==> src/rtl/cpu_types_pkg.sv <==
// Shared types for the memory-side arbiter: RAM handshake states,
// arbiter FSM states and the default dcache burst length.
package cpu_types_pkg;

    typedef enum logic [1:0] {
        FREE   = 2'd0,
        BUSY   = 2'd1,
        ACCESS = 2'd2,
        ERROR  = 2'd3
    } ramstate_t;

    typedef enum logic [1:0] {
        IDLE   = 2'd0,
        IGRANT = 2'd1,
        DGRANT = 2'd2
    } arb_state_t;

    localparam int DEF_BURST_LEN = 2;

endpackage

==> src/rtl/mem_arb_watchdog.sv <==
// Saturating stall counter for a granted RAM transaction. timeout is raised
// in the cycle whose count reaches TIMEOUT, and keeps asserting while the
// counter sits saturated and still counting.
module mem_arb_watchdog #(
    parameter int TIMEOUT = 255
) (
    input  logic CLK,
    input  logic nRST,
    input  logic clear,
    input  logic count,
    output logic timeout
);

    localparam int CNT_W = $clog2(TIMEOUT + 1);
    localparam logic [CNT_W-1:0] LIMIT = CNT_W'(TIMEOUT);

    logic [CNT_W-1:0] cnt_q, cnt_d;

    // next count: clear wins, otherwise count up and stick at LIMIT
    always_comb begin
        cnt_d = cnt_q;
        if (clear) begin
            cnt_d = '0;
        end else if (count && (cnt_q != LIMIT)) begin
            cnt_d = cnt_q + 1'b1;
        end
    end

    assign timeout = !clear && count && (cnt_d == LIMIT);

    // counter register
    always_ff @(posedge CLK or negedge nRST) begin
        if (!nRST) cnt_q <= '0;
        else       cnt_q <= cnt_d;
    end

endmodule

==> src/rtl/mem_arbiter.sv <==
// Arbiter between icache and dcache for the single RAM port.
//
//   state  | meaning
//   -------+-------------------------------------------------------------
//   IDLE   | no RAM enables; picks next owner (round-robin on a tie)
//   IGRANT | icache owns RAM; single-word fetch, abort if iREN drops
//   DGRANT | dcache owns RAM for up to BURST_LEN beats, abort if idle
//
// RAM-side outputs and wait/load returns are combinational from the
// registered state, so an asynchronous reset drops them immediately.
module mem_arbiter
    import cpu_types_pkg::*;
#(
    parameter int ADDR_W    = 32,
    parameter int DATA_W    = 32,
    parameter int BURST_LEN = DEF_BURST_LEN,
    parameter int TIMEOUT   = 255
) (
    input  logic              CLK,
    input  logic              nRST,
    input  logic              iREN,
    input  logic [ADDR_W-1:0] iaddr,
    output logic              iwait,
    output logic [DATA_W-1:0] iload,
    input  logic              dREN,
    input  logic              dWEN,
    input  logic [ADDR_W-1:0] daddr,
    input  logic [DATA_W-1:0] dstore,
    output logic              dwait,
    output logic [DATA_W-1:0] dload,
    output logic              ramREN,
    output logic              ramWEN,
    output logic [ADDR_W-1:0] ramaddr,
    output logic [DATA_W-1:0] ramstore,
    input  logic [DATA_W-1:0] ramload,
    input  logic [1:0]        ramstate,
    output logic              err
);

    localparam int BEAT_W = (BURST_LEN > 1) ? $clog2(BURST_LEN) : 1;
    localparam logic [BEAT_W-1:0] LAST_BEAT = BEAT_W'(BURST_LEN - 1);

    arb_state_t        state_q, state_d;
    logic [BEAT_W-1:0] beat_q, beat_d;
    logic              last_d_q, last_d_d;
    logic              err_q, err_d;

    ramstate_t ram_st;
    logic      dreq;
    logic      granted;
    logic      ram_access;
    logic      wdog_timeout;

    assign ram_st     = ramstate_t'(ramstate);
    assign dreq       = dREN | dWEN;
    assign granted    = (state_q != IDLE);
    assign ram_access = (ram_st == ACCESS);
    assign err        = err_q;

    mem_arb_watchdog #(
        .TIMEOUT (TIMEOUT)
    ) u_wdog (
        .CLK     (CLK),
        .nRST    (nRST),
        .clear   (!granted || ram_access),
        .count   (granted && !ram_access),
        .timeout (wdog_timeout)
    );

    // next-state, round-robin pointer, beat count and all port muxing
    always_comb begin
        state_d  = state_q;
        beat_d   = beat_q;
        last_d_d = last_d_q;
        err_d    = err_q;
        iwait    = 1'b1;
        iload    = '0;
        dwait    = 1'b1;
        dload    = '0;
        ramREN   = 1'b0;
        ramWEN   = 1'b0;
        ramaddr  = '0;
        ramstore = '0;

        case (state_q)
            IDLE: begin
                // last_d_q low means the dcache wins the next tie
                if (dreq && (!iREN || !last_d_q)) begin
                    state_d  = DGRANT;
                    last_d_d = 1'b1;
                end else if (iREN) begin
                    state_d  = IGRANT;
                    last_d_d = 1'b0;
                end
            end

            IGRANT: begin
                ramREN  = 1'b1;
                ramaddr = iaddr;
                if (!iREN) begin
                    state_d = IDLE;
                end else if (ram_access) begin
                    iwait   = 1'b0;
                    iload   = ramload;
                    state_d = IDLE;
                end
            end

            DGRANT: begin
                ramaddr = daddr;
                if (dWEN) begin
                    ramWEN   = 1'b1;
                    ramstore = dstore;
                end else begin
                    ramREN = 1'b1;
                end
                if (!dreq) begin
                    beat_d  = '0;
                    state_d = IDLE;
                end else if (ram_access) begin
                    dwait = 1'b0;
                    dload = dWEN ? '0 : ramload;
                    if (beat_q == LAST_BEAT) begin
                        beat_d  = '0;
                        state_d = IDLE;
                    end else begin
                        beat_d = beat_q + BEAT_W'(1);
                    end
                end
            end

            default: begin
                state_d = IDLE;
                beat_d  = '0;
            end
        endcase

        if (granted && (ram_st == ERROR)) err_d = 1'b1;
        if (wdog_timeout)                 err_d = 1'b1;
    end

    // state, beat, round-robin pointer and sticky error registers
    always_ff @(posedge CLK or negedge nRST) begin
        if (!nRST) begin
            state_q  <= IDLE;
            beat_q   <= '0;
            last_d_q <= 1'b0;
            err_q    <= 1'b0;
        end else begin
            state_q  <= state_d;
            beat_q   <= beat_d;
            last_d_q <= last_d_d;
            err_q    <= err_d;
        end
    end

endmodule
==> config.mk <==
export PLATFORM = sky130hd
export DESIGN_NAME = mem_arbiter
export DESIGN_NICKNAME = d
export VERILOG_FILES = /design/src/rtl/cpu_types_pkg.sv /design/src/rtl/mem_arb_watchdog.sv /design/src/rtl/mem_arbiter.sv
export SDC_FILE = /design/constraint.sdc
export NUM_CORES = 1
export LEC_CHECK = 0
export ABC_AREA = 1
export CAP_MARGIN = 10
export CORE_AREA = 2 2 104 106
export CTS_CLUSTER_SIZE = 28
export DETAILED_ROUTE_END_ITERATION = 6
export DIE_AREA = 0 0 106 108
export PLACE_DENSITY = 0.72
export REMOVE_ABC_BUFFERS = 1
export SLEW_MARGIN = 20
export SYNTH_ARGS = -nofsm -noshare
export SYNTH_HDL_FRONTEND = slang
export SYNTH_SLANG_ARGS = --single-unit
export TNS_END_PERCENT = 50
==> constraint.sdc <==
create_clock -name CLK -period 2.1 [get_ports CLK]
set_clock_uncertainty 0.15 [all_clocks]
set_input_delay 0.525 -clock CLK [delete_from_list [all_inputs] [get_ports CLK]]
set_output_delay 0.525 -clock CLK [all_outputs]
set_load 0.005 [all_outputs]
Yosys cells after proc, flatten, opt, wreduce, memory -nomap -nowiden --
Index checks and enable logic that the tools add are counted.
Operators by class: add/sub/neg operators 2, equal/unequal tests 10, mux-type cells 37, bitwise operators 2, reductions and logical operators 21
Operators by type and width (number):
- 32-bit two-way mux | 9
- 32-bit one-hot mux with 2 select lines | 1
- 8-bit two-way mux | 2
- 1-bit two-way mux | 15
- 2-bit two-way mux | 7
- 3-bit inequality test, second input constant | 4
- 8-bit by 1-bit adder with 8-bit output, second input constant | 1
- 8-bit equality test, second input constant | 1
- 8-bit inequality test, second input constant | 1
- 2-bit equality test, second input constant | 3
- 1-bit logical AND | 6
- 2-bit one-hot mux with 3 select lines | 1
- 2-bit nonzero test | 3
- 1-bit logical NOT | 5
- 1-bit one-hot mux with 2 select lines | 2
- 2-bit AND reduction | 2
- 4-bit AND reduction | 1
- 2-bit by 1-bit equality test with 1-bit output, second input constant | 1
- 2-bit logical NOT | 1
- 1-bit logical OR | 2
- 2-bit OR reduction | 1
- 1-bit adder, second input constant | 1
- 1-bit NOT | 1
- 1-bit OR | 1
Storage, ports and cells: register bits 13, bits of input ports 135, output and inout bits 133, word-level logic and storage cells 77

Longest topological paths before layout --
Gate-level depths: netlist (run 1).
depth in word-level cells 9, gate-level depth with buffers 11, mapped depth without buffers 11

By module --
From an unflattened synthesis (run 1), not the netlist that was laid out.
Second synthesis, totals: cell total of the unflattened synthesis 419, area total of the unflattened synthesis 2214.6 µm²
Modules (own cells, without submodules):
- mem_arbiter | instances 1, cells an instance 341, area each 1607.8 µm², seq. area each 125.1 µm²
- mem_arb_watchdog | instances 1, cells an instance 78, area each 606.8 µm², seq. area each 200.2 µm²

Least setup slack after synthesis (run 1) --
No wires, ideal clock.
kind reg2out, from reg state_q[1], to out ramaddr[0], data arrival time 1.304 ns, required time 1.425 ns, setup slack 0.121 ns, stages on the path, launching flop included 7, cells stage by stage dfrtp_1 -> inv_1 -> ha_1 -> clkbuf_1 -> clkbuf_1 -> nand2_1 -> a21oi_1
On the way: cells in the longest elaborated chain, start to end 2, elaborated cells on any way between the ends 3, classes of those cells eq/ne: 2; mux: 1
RTL lines:
- start: declaration | line mem_arbiter.sv:43 | arb_state_t state_q, state_d;
- start signal: assignment | line mem_arbiter.sv:150 | state_q <= state_d;
- 2-bit equality test / 2-bit by 1-bit equality test with 1-bit output (equally long branches) | line mem_arbiter.sv:85 | case (state_q)
- 32-bit one-hot mux with 2 select lines (*) | line mem_arbiter.sv:85
- end: declaration | line mem_arbiter.sv:33 | output logic [ADDR_W-1:0] ramaddr,
Mark *: on every way between the ends. The rest lies on a longest branch, timed or not.

Final worst setup path (run 1) --
from reg state_q[0], to out dload[29]
On the way: cells in the longest elaborated chain, start to end 2
RTL lines:
- 2-bit equality test | line mem_arbiter.sv:85
- 32-bit two-way mux | line mem_arbiter.sv:85
- end: declaration | line mem_arbiter.sv:30 | output logic [DATA_W-1:0] dload,
Every way passes these cells.

==> impl_table.tex, run 1 <==
\begin{tabular}{lr}
\hline
Metric & Value \\
\hline
\multicolumn{2}{l}{\textbf{Clocking}} \\
Number of buffers added by the clock tree synthesis step & 3 \\
Number of H-tree branching levels & 1 \\
Clock slew at the register clock pins of the worst setup and hold paths & 0.06 ns \\
Quantity of hold-fixing buffers added after cts & 0 \\
Root Driver & sky130\_fd\_sc\_hd\_\_clkbuf\_8 \\
Bufs on Longest Clock Path & 2 \\
Clk Latency, worst-skew pair & 0.25 ns \\
Clock tree from TritonCTS & yes \\
Number of sinks handled by clock tree synthesis & 13 \\
\multicolumn{2}{l}{\textbf{Synth}} \\
Average instance area after synthesis & $\sim$5.1 um2 \\
Sequential cell area fraction in the yosys report & 15.7\% \\
Number of flip-flops and latches in the synthesized netlist & 13 \\
Yosys synthesis warning count & 0 \\
Count of mapped cells out of synthesis & 407 \\
Total standard cell area after synthesis & 0.00207 mm2 \\
Number of unique standard cell types used by synthesis & 23 \\
\multicolumn{2}{l}{\textbf{Die}} \\
Die boundary width & 106 um \\
Initial Utilization & between 20 and 25\% \\
Io pins & 268 \\
Area enclosed by the die boundary & 0.0114 mm2 \\
Placement Rows & 37 \\
Die height & 108 um \\
Core area & 0.0102 mm2 \\
\multicolumn{2}{l}{\textbf{Detailed routing}} \\
Average detailed-routed wire length per instance & 17.9 um \\
Count of routing violations after the opening detailed-route iteration & 250 \\
DRT antenna net count & 0 \\
DRC Markers & 0 \\
Metal2 WL & around 7200 um \\
Sum of met3 wire segment lengths after detailed routing & 1790 um \\
Aggregate routed wire length & 15300 um \\
DR pass1 iterations & 4 \\
Average via count per standard cell & 4.49 \\
Vias & 3832 \\
Routed length on met1 & 5930 um \\
Uppermost signal routing layer after detailed routing & met4 \\
\multicolumn{2}{l}{\textbf{Timing}} \\
Final cycle utilization of the critical path & 111\% \\
Fin. Hold Viols & 0 \\
Final setup violation count & 130 \\
Final min period & 2.33 ns \\
Transition time at the pin with the least slew margin & 0.640 ns \\
Upper clock frequency limit & between 400 and 500 MHz \\
Max\_slew headroom & 57.2\% \\
RSZ-0062 raised after global routing & yes \\
Least setup slack across all paths after layout & -0.227 ns \\
Final-report max-slew violation count & 0 \\
\multicolumn{2}{l}{\textbf{Setup path}} \\
Worst Path Max Fanout & 7 \\
Arrival time at the worst endpoint & approximately 1.7 ns \\
Reg-to-reg endpoint & state\_q[0]\$\_DFFE\_PN0P\_ \\
Setup slack of the most critical reg-to-reg path & 0.31 ns \\
Critical Setup Path Class & reg -> out \\
Reg2Reg Depth & 11 \\
Type of element launching the critical path & flop \\
Crit. End Element & output port \\
Required time of the worst setup path & 1.42 ns \\
Crit Reg-Reg Startpoint & state\_q[0]\$\_DFFE\_PN0P\_ \\
\multicolumn{2}{l}{\textbf{Place}} \\
DP Cell Count & 813 \\
Input/output buffers & 267 \\
Placed Area & 0.00510 mm2 \\
Placed wire-length estimate & $\sim$10000 um \\
Final weighted congestion of routability-driven global placement & approximately 0.90 \\
\multicolumn{2}{l}{\textbf{Worst hold path}} \\
Path category of the worst min-delay check & reg -> reg \\
Min-Delay Startpoint & err\$\_DFFE\_PN0P\_ \\
Hold-critical path depth & 2 \\
Hold Path Sink & err\$\_DFFE\_PN0P\_ \\
\multicolumn{2}{l}{\textbf{Cells and area}} \\
Share of post-route cells with drive strength above 1 & 48.8\% \\
Area of combinational cells with multiple inputs & 0.00201 mm2 \\
Utilization of the core after routing & 57.7\% \\
Number of inserted filler cells in the final layout & 960 \\
Final \#Nets & 857 \\
Layout-stage area growth over the synthesis result & 186\% \\
Total area of sequential cells & 327 um2 \\
Final cell count without fillers & 854 \\
Post-route cell area & 0.00590 mm2 \\
\multicolumn{2}{l}{\textbf{Global route}} \\
First-pass GRT wire length & 20700 um \\
Via count of the first global-routing pass & 3705 \\
Combined global-route utilization of all metal layers & 23.4\% \\
Overflow left after global routing & 0 \\
Largest net degree at the start of global routing & 36 \\
Antenna violations before repair & 1 \\
\multicolumn{2}{l}{\textbf{Pwr}} \\
Part of the total power dissipated in the clock network & 6.0\% \\
Switching share of power & 45.7\% \\
NetSw & roughly 1.7 mW \\
Part of the total power dissipated in sequential elements & 9.4\% \\
Cell leakage power & 2.93 nW \\
Cell internal power dissipation & 2.06 mW \\
Pwr/cell area & 642 mW/mm2 \\
Max IR drop VDD & around 0.56 mV \\
Combinational share of power & 84.5\% \\
\multicolumn{2}{l}{\textbf{Flow run}} \\
Max-Cap Viols & 0 \\
\multicolumn{2}{l}{\textbf{Outcome}} \\
Run status & finished, violations left \\
Violations in the final reports & negative setup slack \\
\hline
\end{tabular}
[cell families (layout without fill, tap and decap cells)]
family	after synthesis	in the layout	share of synthesized area, %
buf+inv	113	423	20.8
other cells	0	1	0
compound gates	44	44	10.8
flops	13	13	15.7
fa+ha+maj	4	4	2.42
simple gates	233	233	50.2
[synthesized netlist by cell type]
master	n	area, um2
sky130_fd_sc_hd__inv_1	85	319
sky130_fd_sc_hd__nor3_1	33	165
sky130_fd_sc_hd__o31ai_1	1	7.51
sky130_fd_sc_hd__o21ai_0	3	15.0
sky130_fd_sc_hd__nand2_8	1	20.0
sky130_fd_sc_hd__inv_2	4	15.0
sky130_fd_sc_hd__nand4_1	1	6.26
sky130_fd_sc_hd__nand3_2	2	20.0
sky130_fd_sc_hd__or2_2	1	6.26
sky130_fd_sc_hd__clkbuf_1	13	48.8
sky130_fd_sc_hd__dfrtp_1	13	325
sky130_fd_sc_hd__nand2_4	2	22.5
sky130_fd_sc_hd__nor2_4	4	45.0
sky130_fd_sc_hd__a21oi_1	40	200
sky130_fd_sc_hd__nor2_2	4	25.0
sky130_fd_sc_hd__ha_1	4	50.1
sky130_fd_sc_hd__buf_2	4	20.0
sky130_fd_sc_hd__nand2_2	6	37.5
sky130_fd_sc_hd__nor2_1	73	274
sky130_fd_sc_hd__nand2_1	91	342
sky130_fd_sc_hd__buf_1	6	22.5
sky130_fd_sc_hd__clkinv_2	1	5.00
sky130_fd_sc_hd__nand3_1	15	75.1
[placed cells by master, fill, tap and decap left out, types with 13 or more instances in the layout]
master | netlist | routed
sky130_fd_sc_hd__a21oi_2 | 0 | 28
sky130_fd_sc_hd__nand3_1 | 15 | 13
sky130_fd_sc_hd__buf_4 | 0 | 27
sky130_fd_sc_hd__nor2_1 | 73 | 20
sky130_fd_sc_hd__inv_1 | 85 | 79
sky130_fd_sc_hd__nor2_2 | 4 | 32
sky130_fd_sc_hd__nand2_1 | 91 | 87
sky130_fd_sc_hd__nor3_2 | 0 | 20
sky130_fd_sc_hd__buf_6 | 0 | 18
sky130_fd_sc_hd__nor2_4 | 4 | 29
sky130_fd_sc_hd__clkdlybuf4s50_1 | 0 | 130
sky130_fd_sc_hd__buf_2 | 4 | 113
[cell type report]
cell class | instances | share of cell area, %
repair buffers | 329 | 50.9
flip-flops and latches | 13 | 5.53
well taps | 136 | 2.88
multi-input cells | 281 | 34.0
inverters | 90 | 5.91
diodes | 1 | 0.0424
clock buffers | 4 | 0.763
[per-stage QoR]
stage                     power, mW  setup TNS [ns]  hold WS, ns  setup slack [ns]
after global routing           4.00          -22.13        0.376            -0.267
after floorplan                1.19          -75.01       0.0794            -0.858
after detailed placement       2.58          -73.48        0.311            -0.719
after CTS                      3.20          -20.27        0.339            -0.256
final                          3.79          -16.22        0.341            -0.227
after global placement         2.55          -72.82        0.320            -0.715
[repair_timing]
item / in CTS / in global routing
buffers inserted: 14 / 10
endpoints found under the setup margin: 132 / 130
gates resized for setup: 536 / 198
pin swaps: 3 / 8
cloned: 8 / 9
[power groups by stage]
| stage | Sequential [mW] | Clock, mW | Combinational [mW] |
|---|---|---|---|
| 4_1_cts | 0.350 | 0.231 | 2.62 |
| 3_5_place_dp | 0.350 | 0 | 2.23 |
| 5_1_grt | 0.364 | 0.239 | 3.40 |
| 6_report | 0.358 | 0.228 | 3.21 |
| 2_1_floorplan | 0.339 | 0 | 0.853 |
| 3_3_place_gp | 0.345 | 0 | 2.20 |
[worst max-delay path, cell delays in order, from the launching register on]
cell and delay (ns):
sky130_fd_sc_hd__dfrtp_1 0.40, sky130_fd_sc_hd__inv_2 0.08, sky130_fd_sc_hd__ha_4 0.15, sky130_fd_sc_hd__buf_6 0.12
sky130_fd_sc_hd__nand3_4 0.12, sky130_fd_sc_hd__buf_12 0.18, sky130_fd_sc_hd__buf_6 0.12, sky130_fd_sc_hd__nor3_2 0.10
sky130_fd_sc_hd__buf_2 0.13
[state kept, by name, indices dropped and copies added, names as in the netlist]
name	count
beat_q	1
err	1
last_d_q	1
state_q	2
u_wdog.cnt_q	8
[layer usage]
metal  vias to the layer above  global-route usage, %
li1                       1849                      -
met1                      1748                   27.7
met2                       215                   40.1
met3                        20                   8.92
met4                         0                   6.02
met5                         -                      0
[worst max-delay path by stage]
stage,to,start,depth (start not counted)
6_report,dload[29],state_q[0]$_DFFE_PN0P_,8
5_1_grt,ramWEN,state_q[1]$_DFFE_PN0P_,7
4_1_cts,ramaddr[16],state_q[0]$_DFFE_PN0P_,7
3_5_place_dp,iload[6],ramstate[1],7
3_3_place_gp,ramstore[4],dWEN,5
2_1_floorplan,dload[0],state_q[0]$_DFFE_PN0P_,4
Note: power is estimated with default switching activity, not from simulation.
==> run 2, diff against run 1 <==
--- a/config.mk
+++ b/config.mk
@@ -7,11 +7,14 @@
 export LEC_CHECK = 0
 export ABC_AREA = 1
 export CAP_MARGIN = 10
-export CORE_AREA = 2 2 104 106
+export CELL_PAD_IN_SITES_DETAIL_PLACEMENT = 0
+export CELL_PAD_IN_SITES_GLOBAL_PLACEMENT = 1
+export CORE_ASPECT_RATIO = 0.9
+export CORE_MARGIN = 2
+export CORE_UTILIZATION = 14
 export CTS_CLUSTER_SIZE = 28
 export DETAILED_ROUTE_END_ITERATION = 6
-export DIE_AREA = 0 0 106 108
-export PLACE_DENSITY = 0.72
+export PLACE_DENSITY = 0.87
 export REMOVE_ABC_BUFFERS = 1
 export SLEW_MARGIN = 20
 export SYNTH_ARGS = -nofsm -noshare
==> run 2 against run 1 <==
The run still ends with negative setup slack left. Die area grew 38%. Clock power increased by 55%. Worst hold slack got worse by 0.021 ns. Sequential cell count unchanged. First-iteration DRC count shrank 63%. Global-route usage shrank 9.0 points. Final area is 2.9% lower. Combinational power fell by 4%. Utilization is 18 points lower. Sequential power decreased by 2%. Setup slack better by 0.0054 ns.
==> impl_table.tex, run 2 (synthesis gave the netlist of run 1 again) <==
\begin{tabular}{lr}
\hline
Metric & Value \\
\hline
\multicolumn{2}{l}{\textbf{Setup path}} \\
Setup slack of the most critical reg-to-reg path & 0.31 ns \\
Reg2Reg Depth & 9 \\
Buffers and inverters on the worst path & 5 \\
Critical Setup Path Class & reg -> out \\
Required time of the worst setup path & about 1.4 ns \\
Crit. End Element & output port \\
Type of element launching the critical path & flop \\
Crit Reg-Reg Startpoint & state\_q[1]\$\_DFFE\_PN0P\_ \\
Arrival time at the worst endpoint & $\sim$1.7 ns \\
Cells along the critical path & buf\_6, inv\_6, ha\_4, nand3\_4, buf\_12, buf\_16, nor2\_1, buf\_2 \\
Largest stage delay on the critical path & around 0.41 ns \\
Reg-to-reg endpoint & state\_q[0]\$\_DFFE\_PN0P\_ \\
Cell class contributing the biggest share of worst-path delay & buffers and inverters \\
Critical Path Sink & iload[26] \\
Worst Path Max Fanout & 8 \\
Cell with the largest stage delay on the worst path & sky130\_fd\_sc\_hd\_\_dfrtp\_1 \\
Depth of the critical timing path with buffers and inverters included & 8 \\
Critical path launch point & state\_q[1]\$\_DFFE\_PN0P\_ \\
\multicolumn{2}{l}{\textbf{Clocking}} \\
Root Driver & sky130\_fd\_sc\_hd\_\_clkbuf\_16 \\
Number of buffers added by the clock tree synthesis step & 3 \\
Number of H-tree branching levels & 1 \\
Number of sinks handled by clock tree synthesis & 13 \\
Clock tree from TritonCTS & yes \\
Clk Latency, worst-skew pair & 0.24 ns \\
Clock slew at the register clock pins of the worst setup and hold paths & 0.04 ns \\
Bufs on Longest Clock Path & 2 \\
\multicolumn{2}{l}{\textbf{Cells and area}} \\
Total inserted antenna cells & 0 \\
Number of inserted filler cells in the final layout & 1556 \\
Commonest non-fill, non-tap cells in the layout & 130 x sky130\_fd\_sc\_hd\_\_clkdlybuf4s50\_1, 128 x sky130\_fd\_sc\_hd\_\_buf\_2, 79 x sky130\_fd\_sc\_hd\_\_inv\_1 \\
Post-route cell area & 0.00573 mm2 \\
Flip-flop count of the largest register after layout & 8 \\
Final \#Nets & 848 \\
Most common cell after layout, fill and taps aside & sky130\_fd\_sc\_hd\_\_clkdlybuf4s50\_1 \\
Registers with the highest flip-flop counts & u\_wdog.cnt\_q x8, state\_q x2 \\
Share of post-route cells with drive strength above 1 & 48.6\% \\
Register ranked first by flip-flop count & u\_wdog.cnt\_q \\
Layout-stage area growth over the synthesis result & 177\% \\
\multicolumn{2}{l}{\textbf{Place}} \\
Input/output buffers & about 270 \\
Placed Area & 0.00516 mm2 \\
Worst setup slack before clock tree synthesis & -0.760 ns \\
Placed wire-length estimate & slightly below 9000 um \\
Final weighted congestion of routability-driven global placement & 0.786 \\
\multicolumn{2}{l}{\textbf{Timing}} \\
Max\_slew headroom & 72.0\% \\
Fin. Hold Viols & 0 \\
Final-report max-slew violation count & 0 \\
Least setup slack across all paths after layout & -0.221 ns \\
Final cycle utilization of the critical path & 111\% \\
RSZ-0062 raised after global routing & yes \\
Final setup violation count & around 130 \\
Final min period & about 2.3 ns \\
Transition time at the pin with the least slew margin & between 0.4 and 0.5 ns \\
Upper clock frequency limit & 431 MHz \\
\multicolumn{2}{l}{\textbf{Detailed routing}} \\
DR pass1 iterations & 4 \\
Average detailed-routed wire length per instance & approximately 14 um \\
Average via count per standard cell & 4.04 \\
DRC Markers & 0 \\
DRT antenna net count & 0 \\
Vias & 3660 \\
Count of routing violations after the opening detailed-route iteration & 93 \\
Aggregate routed wire length & around 13000 um \\
\multicolumn{2}{l}{\textbf{Pwr}} \\
Cell leakage power & roughly 2.9 nW \\
Max IR drop VDD & 0.319 mV \\
Pwr/cell area & 659 mW/mm2 \\
\multicolumn{2}{l}{\textbf{Outcome}} \\
Violations in the final reports & negative setup slack \\
Run status & finished, violations left \\
\multicolumn{2}{l}{\textbf{Die}} \\
Die boundary width & $\sim$130 um \\
Core area & $\sim$0.015 mm2 \\
Die height & between 100 and 150 um \\
Io pins & 268 \\
Initial Utilization & 14.2\% \\
Area enclosed by the die boundary & around 0.016 mm2 \\
Placement Rows & 42 \\
\multicolumn{2}{l}{\textbf{Global route}} \\
Overflow left after global routing & 0 \\
Via count of the first global-routing pass & roughly 3600 \\
Combined global-route utilization of all metal layers & between 10\% and 20\% \\
Largest net degree at the start of global routing & 33 \\
First-pass GRT wire length & about 19000 um \\
Antenna violations before repair & 0 \\
\multicolumn{2}{l}{\textbf{Worst hold path}} \\
Path category of the worst min-delay check & reg -> reg \\
\multicolumn{2}{l}{\textbf{Flow run}} \\
Max-Cap Viols & 0 \\
\hline
\end{tabular}
-- run 2: cell count changes in the layout (fill, tap and decap cells not counted), moves of 10 or more --
cell / before / now
sky130_fd_sc_hd__nand2_2: 7 / 19
sky130_fd_sc_hd__nand2_1: 87 / 69
sky130_fd_sc_hd__nor3_4: 12 / 2
sky130_fd_sc_hd__buf_2: 113 / 128
sky130_fd_sc_hd__nor3_2: 20 / 30
-- run 2: power by group --
part | switching, mW | total [mW] | internal [mW]
Clock | 0.0983 | 0.354 | 0.255
Sequential | 0.0466 | 0.350 | 0.304
Combinational | 1.50 | 3.07 | 1.58
Total | 1.64 | 3.78 | 2.14
-- run 2: layout make-up --
| class | instances | area (um2) | area share [%] |
|---|---|---|---|
| clock buffers | 4 | 78.8 | 1.38 |
| inverters | 90 | 349 | 6.09 |
| well taps | 198 | 248 | 4.32 |
| repair buffers | 320 | 2810 | 49.0 |
| flip-flops and latches | 13 | 325 | 5.68 |
| multi-input cells | 281 | 1920 | 33.5 |
-- run 2: metrics by stage --
stage          power (mW)  TNS [ns]  std cells  util [%]  hold slack [ns]
2_1_floorplan        1.19    -75.01        384         -           0.0794
3_3_place_gp         2.55    -71.12        876      35.5            0.316
3_5_place_dp         2.55    -72.64        876      35.5            0.315
4_1_cts              3.50    -15.83        905      36.1            0.327
5_1_grt              4.06    -26.81        906      39.4            0.349
6_report             3.78    -17.44        906      39.4            0.320
-- run 2: worst min-delay path: stages (launching register included) --
cell and delay [ns]:
sky130_fd_sc_hd__dfrtp_1 0.33, sky130_fd_sc_hd__inv_1 0.05, sky130_fd_sc_hd__nand3_2 0.06
-- run 2: worst min path at each step --
stage                                from                 end  cells past startpoint
after floorplan                      nRST  beat_q$_DFFE_PN0P_                      0
after global placement    err$_DFFE_PN0P_     err$_DFFE_PN0P_                      2
after detailed placement  err$_DFFE_PN0P_     err$_DFFE_PN0P_                      2
after CTS                 err$_DFFE_PN0P_     err$_DFFE_PN0P_                      2
after global routing      err$_DFFE_PN0P_     err$_DFFE_PN0P_                      2
final                     err$_DFFE_PN0P_     err$_DFFE_PN0P_                      2
-- run 2: routing by layer --
layer | vias to the layer above | share of wire [%] | GRT usage (%)
met5 | - | 0 | 0
met4 | 0 | 2.1 | 2.72
met3 | 20 | 6.1 | 2.60
met2 | 171 | 52 | 27.4
met1 | 1644 | 40 | 17.1
li1 | 1825 | - | -
-- run 2: repair_timing --
| action | 4_1_cts | 5_1_grt |
|---|---|---|
| resized for setup | 595 | 142 |
| hold buffers | 0 | 0 |
| buffers inserted | 14 | 2 |
| setup endpoints to repair | 132 | 132 |
| pin swaps | 24 | 19 |
| cloned | 11 | 3 |
==> run 3, diff against run 2 <==
--- a/config.mk
+++ b/config.mk
@@ -5,16 +5,14 @@
 export SDC_FILE = /design/constraint.sdc
 export NUM_CORES = 1
 export LEC_CHECK = 0
-export ABC_AREA = 1
 export CAP_MARGIN = 10
 export CELL_PAD_IN_SITES_DETAIL_PLACEMENT = 0
 export CELL_PAD_IN_SITES_GLOBAL_PLACEMENT = 1
 export CORE_ASPECT_RATIO = 0.9
 export CORE_MARGIN = 2
-export CORE_UTILIZATION = 14
-export CTS_CLUSTER_SIZE = 28
+export CORE_UTILIZATION = 15
 export DETAILED_ROUTE_END_ITERATION = 6
-export PLACE_DENSITY = 0.87
+export PLACE_DENSITY = 0.88
 export REMOVE_ABC_BUFFERS = 1
 export SLEW_MARGIN = 20
 export SYNTH_ARGS = -nofsm -noshare
==> constraint.sdc (replaced) <==
create_clock -name CLK -period 2.3 [get_ports CLK]
set_clock_uncertainty 0.15 [all_clocks]
set_input_delay 0.575 -clock CLK [delete_from_list [all_inputs] [get_ports CLK]]
set_output_delay 0.575 -clock CLK [all_outputs]
set_load 0.005 [all_outputs]
==> run 3 against run 2 <==
The run still ends with negative setup slack left. Non-clock buffer count increased by 19. Final area grew 3.7%. Critical endpoint is now dload[30]. Worst hold slack better by 0.013 ns. Clock-buffer cell count did not move. Power decreased by 5.5%. Largest cell class unchanged. Highest routed layer unchanged.
==> impl_table.tex, run 3 <==
\begin{tabular}{lr}
\hline
Metric & Value \\
\hline
\multicolumn{2}{l}{\textbf{Synth}} \\
Fraction of synthesis flops using an asynchronous set or reset pin & 100\% \\
Top area cells in the synthesized netlist & sky130\_fd\_sc\_hd\_\_and3\_1 30\%, sky130\_fd\_sc\_hd\_\_dfrtp\_1 16\%, sky130\_fd\_sc\_hd\_\_a22oi\_1 12\% \\
Commonest cells post-synth & 98 x sky130\_fd\_sc\_hd\_\_and3\_1, 35 x sky130\_fd\_sc\_hd\_\_nor2b\_1, 32 x sky130\_fd\_sc\_hd\_\_a22oi\_1 \\
Number of enable flip-flop cells after synthesis & 0 \\
Number of flip-flops and latches in the synthesized netlist & 13 \\
Yosys synthesis warning count & 0 \\
Dominant cell type by area after synthesis & sky130\_fd\_sc\_hd\_\_and3\_1 \\
Average instance area after synthesis & 7.05 um2 \\
Area share of the leading cell type in the synthesized netlist & 30.4\% \\
Number of unique standard cell types used by synthesis & 35 \\
Top FF cell, synth & sky130\_fd\_sc\_hd\_\_dfrtp\_1 \\
Count of mapped cells out of synthesis & 286 \\
Total standard cell area after synthesis & 0.00202 mm2 \\
Sequential cell area fraction in the yosys report & 16.1\% \\
Cell with the most instances after synthesis & sky130\_fd\_sc\_hd\_\_and3\_1 \\
\multicolumn{2}{l}{\textbf{Clocking}} \\
Number of H-tree branching levels & 1 \\
Clock slew at the register clock pins of the worst setup and hold paths & 0.05 ns \\
Clk Latency, worst-skew pair & 0.24 ns \\
Bufs on Longest Clock Path & 2 \\
Root Driver & sky130\_fd\_sc\_hd\_\_clkbuf\_16 \\
Number of buffers added by the clock tree synthesis step & 3 \\
Number of sinks handled by clock tree synthesis & 13 \\
Clock tree from TritonCTS & yes \\
\multicolumn{2}{l}{\textbf{Place}} \\
Input/output buffers & 267 \\
Worst setup slack before clock tree synthesis & -0.717 ns \\
Final weighted congestion of routability-driven global placement & between 0.8 and 0.9 \\
Placed Area & 0.00502 mm2 \\
Placed wire-length estimate & 8970 um \\
DP Cell Count & 710 \\
\multicolumn{2}{l}{\textbf{Cells and area}} \\
Area of combinational cells with multiple inputs & 0.00180 mm2 \\
Layout-stage area growth over the synthesis result & 195\% \\
Number of inserted filler cells in the final layout & 1232 \\
Flip-flop count of the largest register after layout & 8 \\
Most common cell after layout, fill and taps aside & sky130\_fd\_sc\_hd\_\_clkdlybuf4s50\_1 \\
Register ranked first by flip-flop count & u\_wdog.cnt\_q \\
Final cell count without fillers & 762 \\
Utilization of the core after routing & between 40\% and 50\% \\
Registers with the highest flip-flop counts & u\_wdog.cnt\_q x8, state\_q x2 \\
Total area of sequential cells & approximately 330 um2 \\
Post-route cell area & 0.00594 mm2 \\
Share of post-route cells with drive strength above 1 & 35.1\% \\
Final \#Nets & 733 \\
Commonest non-fill, non-tap cells in the layout & 143 x sky130\_fd\_sc\_hd\_\_clkdlybuf4s50\_1, 85 x sky130\_fd\_sc\_hd\_\_and3\_1, 32 x sky130\_fd\_sc\_hd\_\_nor2b\_1 \\
\multicolumn{2}{l}{\textbf{Setup path}} \\
Largest stage delay on the critical path & around 0.43 ns \\
Arrival time at the worst endpoint & 1.89 ns \\
Critical Setup Path Class & reg -> out \\
Cells along the critical path & ha\_4, nor2b\_4, and2\_4, buf\_6, buf\_16, buf\_6, buf\_6, and3\_4, buf\_6 \\
Critical path launch point & state\_q[1]\$\_DFFE\_PN0P\_ \\
Buffers and inverters on the worst path & 5 \\
Worst Path Max Fanout & 4 \\
Cell class contributing the biggest share of worst-path delay & buffers and inverters \\
Cell with the largest stage delay on the worst path & sky130\_fd\_sc\_hd\_\_dfrtp\_2 \\
Crit Reg-Reg Startpoint & state\_q[0]\$\_DFFE\_PN0P\_ \\
Cell type with the highest occurrence count on the critical path & sky130\_fd\_sc\_hd\_\_buf\_6 \\
Required time of the worst setup path & 1.57 ns \\
Type of element launching the critical path & flop \\
Crit. End Element & output port \\
\multicolumn{2}{l}{\textbf{Timing}} \\
Final setup violation count & 90 \\
Total Neg Setup Slack & -15.60 ns \\
Transition time at the pin with the least slew margin & 0.612 ns \\
RSZ-0062 raised after global routing & yes \\
Fin. Hold Viols & 0 \\
Max\_slew headroom & a little under 60\% \\
Final-report max-slew violation count & 0 \\
Final cycle utilization of the critical path & 114\% \\
Least setup slack across all paths after layout & -0.317 ns \\
Worst hold margin & roughly 0.33 ns \\
Final min period & 2.62 ns \\
Upper clock frequency limit & 382 MHz \\
\multicolumn{2}{l}{\textbf{Global route}} \\
Antenna violations before repair & 1 \\
Overflow left after global routing & 0 \\
Via count of the first global-routing pass & 3316 \\
Combined global-route utilization of all metal layers & 16.2\% \\
First-pass GRT wire length & 18500 um \\
Largest net degree at the start of global routing & 39 \\
\multicolumn{2}{l}{\textbf{Detailed routing}} \\
DRT antenna net count & 0 \\
DRC Markers & 0 \\
DR pass1 iterations & 4 \\
Average via count per standard cell & 4.70 \\
Aggregate routed wire length & 13800 um \\
Count of routing violations after the opening detailed-route iteration & between 100 and 150 \\
Vias & 3581 \\
Average detailed-routed wire length per instance & between 15 and 20 um \\
\multicolumn{2}{l}{\textbf{Worst hold path}} \\
Min-Delay Startpoint & err\$\_DFFE\_PN0P\_ \\
Path category of the worst min-delay check & reg -> reg \\
\multicolumn{2}{l}{\textbf{Die}} \\
Core area & about 0.013 mm2 \\
Initial Utilization & approximately 15\% \\
Area enclosed by the die boundary & approximately 0.014 mm2 \\
Io pins & 268 \\
Die height & 114 um \\
Placement Rows & 40 \\
Die boundary width & 126 um \\
\multicolumn{2}{l}{\textbf{Pwr}} \\
Max IR drop VDD & between 0.4 and 0.5 mV \\
Cell leakage power & 3.16 nW \\
Overall power & $\sim$3.6 mW \\
Pwr/cell area & 601 mW/mm2 \\
\multicolumn{2}{l}{\textbf{Outcome}} \\
Violations in the final reports & negative setup slack \\
Run status & finished, violations left \\
\multicolumn{2}{l}{\textbf{Flow run}} \\
Max-Cap Viols & 0 \\
\hline
\end{tabular}
## run 3: cell type report
type,instances,share of cell area (%)
diodes,1,0.0421
clock buffers,4,1.33
inverters,5,0.316
multi-input cells,232,30.3
flip-flops and latches,13,5.50
well taps,168,3.54
repair buffers,339,59.0
## run 3: repair_timing
action                                  4_1_cts  5_1_grt
cloned                                        9        7
setup buffers                                 6       25
endpoints found under the setup margin      134      133
hold buffers                                  0        0
pin swaps                                     4        9
resized for setup                           228      148
## run 3: worst register-to-register path, delay by kind of cell (launching register included)
kind / cells / cell delay (ns)
simple gates: 3 / 0.55
mux: 1 / 0.37
fa+ha+maj: 1 / 0.17
buf+inv: 3 / 0.40
flops: 1 / 0.38
## run 3: per-layer routing
metal,share of wire [%],GRT usage [%],vias up
li1,-,-,1672
met1,37,18.0,1713
met2,55,31.9,180
met3,6.9,3.61,16
met4,1.2,2.78,0
met5,0,0,-
## run 3: cell families after synthesis
group | Yosys count | share of synthesized area (%)
muxes | 4 | 2.05
xor gates and xnor gates | 2 | 0.869
DFF | 13 | 16.1
adders and majority gates | 4 | 2.48
and+or+nand+nor | 164 | 49.6
AOI/OAI and AO/OA | 58 | 20.3
buffers and inverters | 41 | 8.56
## run 3: power by group
| group | internal [mW] | leakage [nW] | switching [mW] |
|---|---|---|---|
| registers | 0.279 | 0.168 | 0.0634 |
| clock network | 0.234 | 0.0382 | 0.0933 |
| logic | 1.73 | 2.96 | 1.17 |
| total | 2.24 | 3.16 | 1.33 |
## run 3: final timing paths
kind,endpoint,slack (ns),cells past startpoint
worst max-delay path,dload[30],-0.32,9
worst min-delay path,err$_DFFE_PN0P_,0.33,2
worst max register to register,state_q[1]$_DFFE_PN0P_,0.16,8
worst min register to register,err$_DFFE_PN0P_,0.33,2
max in group asynchronous,state_q[1]$_DFFE_PN0P_,0.99,1
min in group asynchronous,u_wdog.cnt_q[1]$_DFF_PN0_,0.57,1
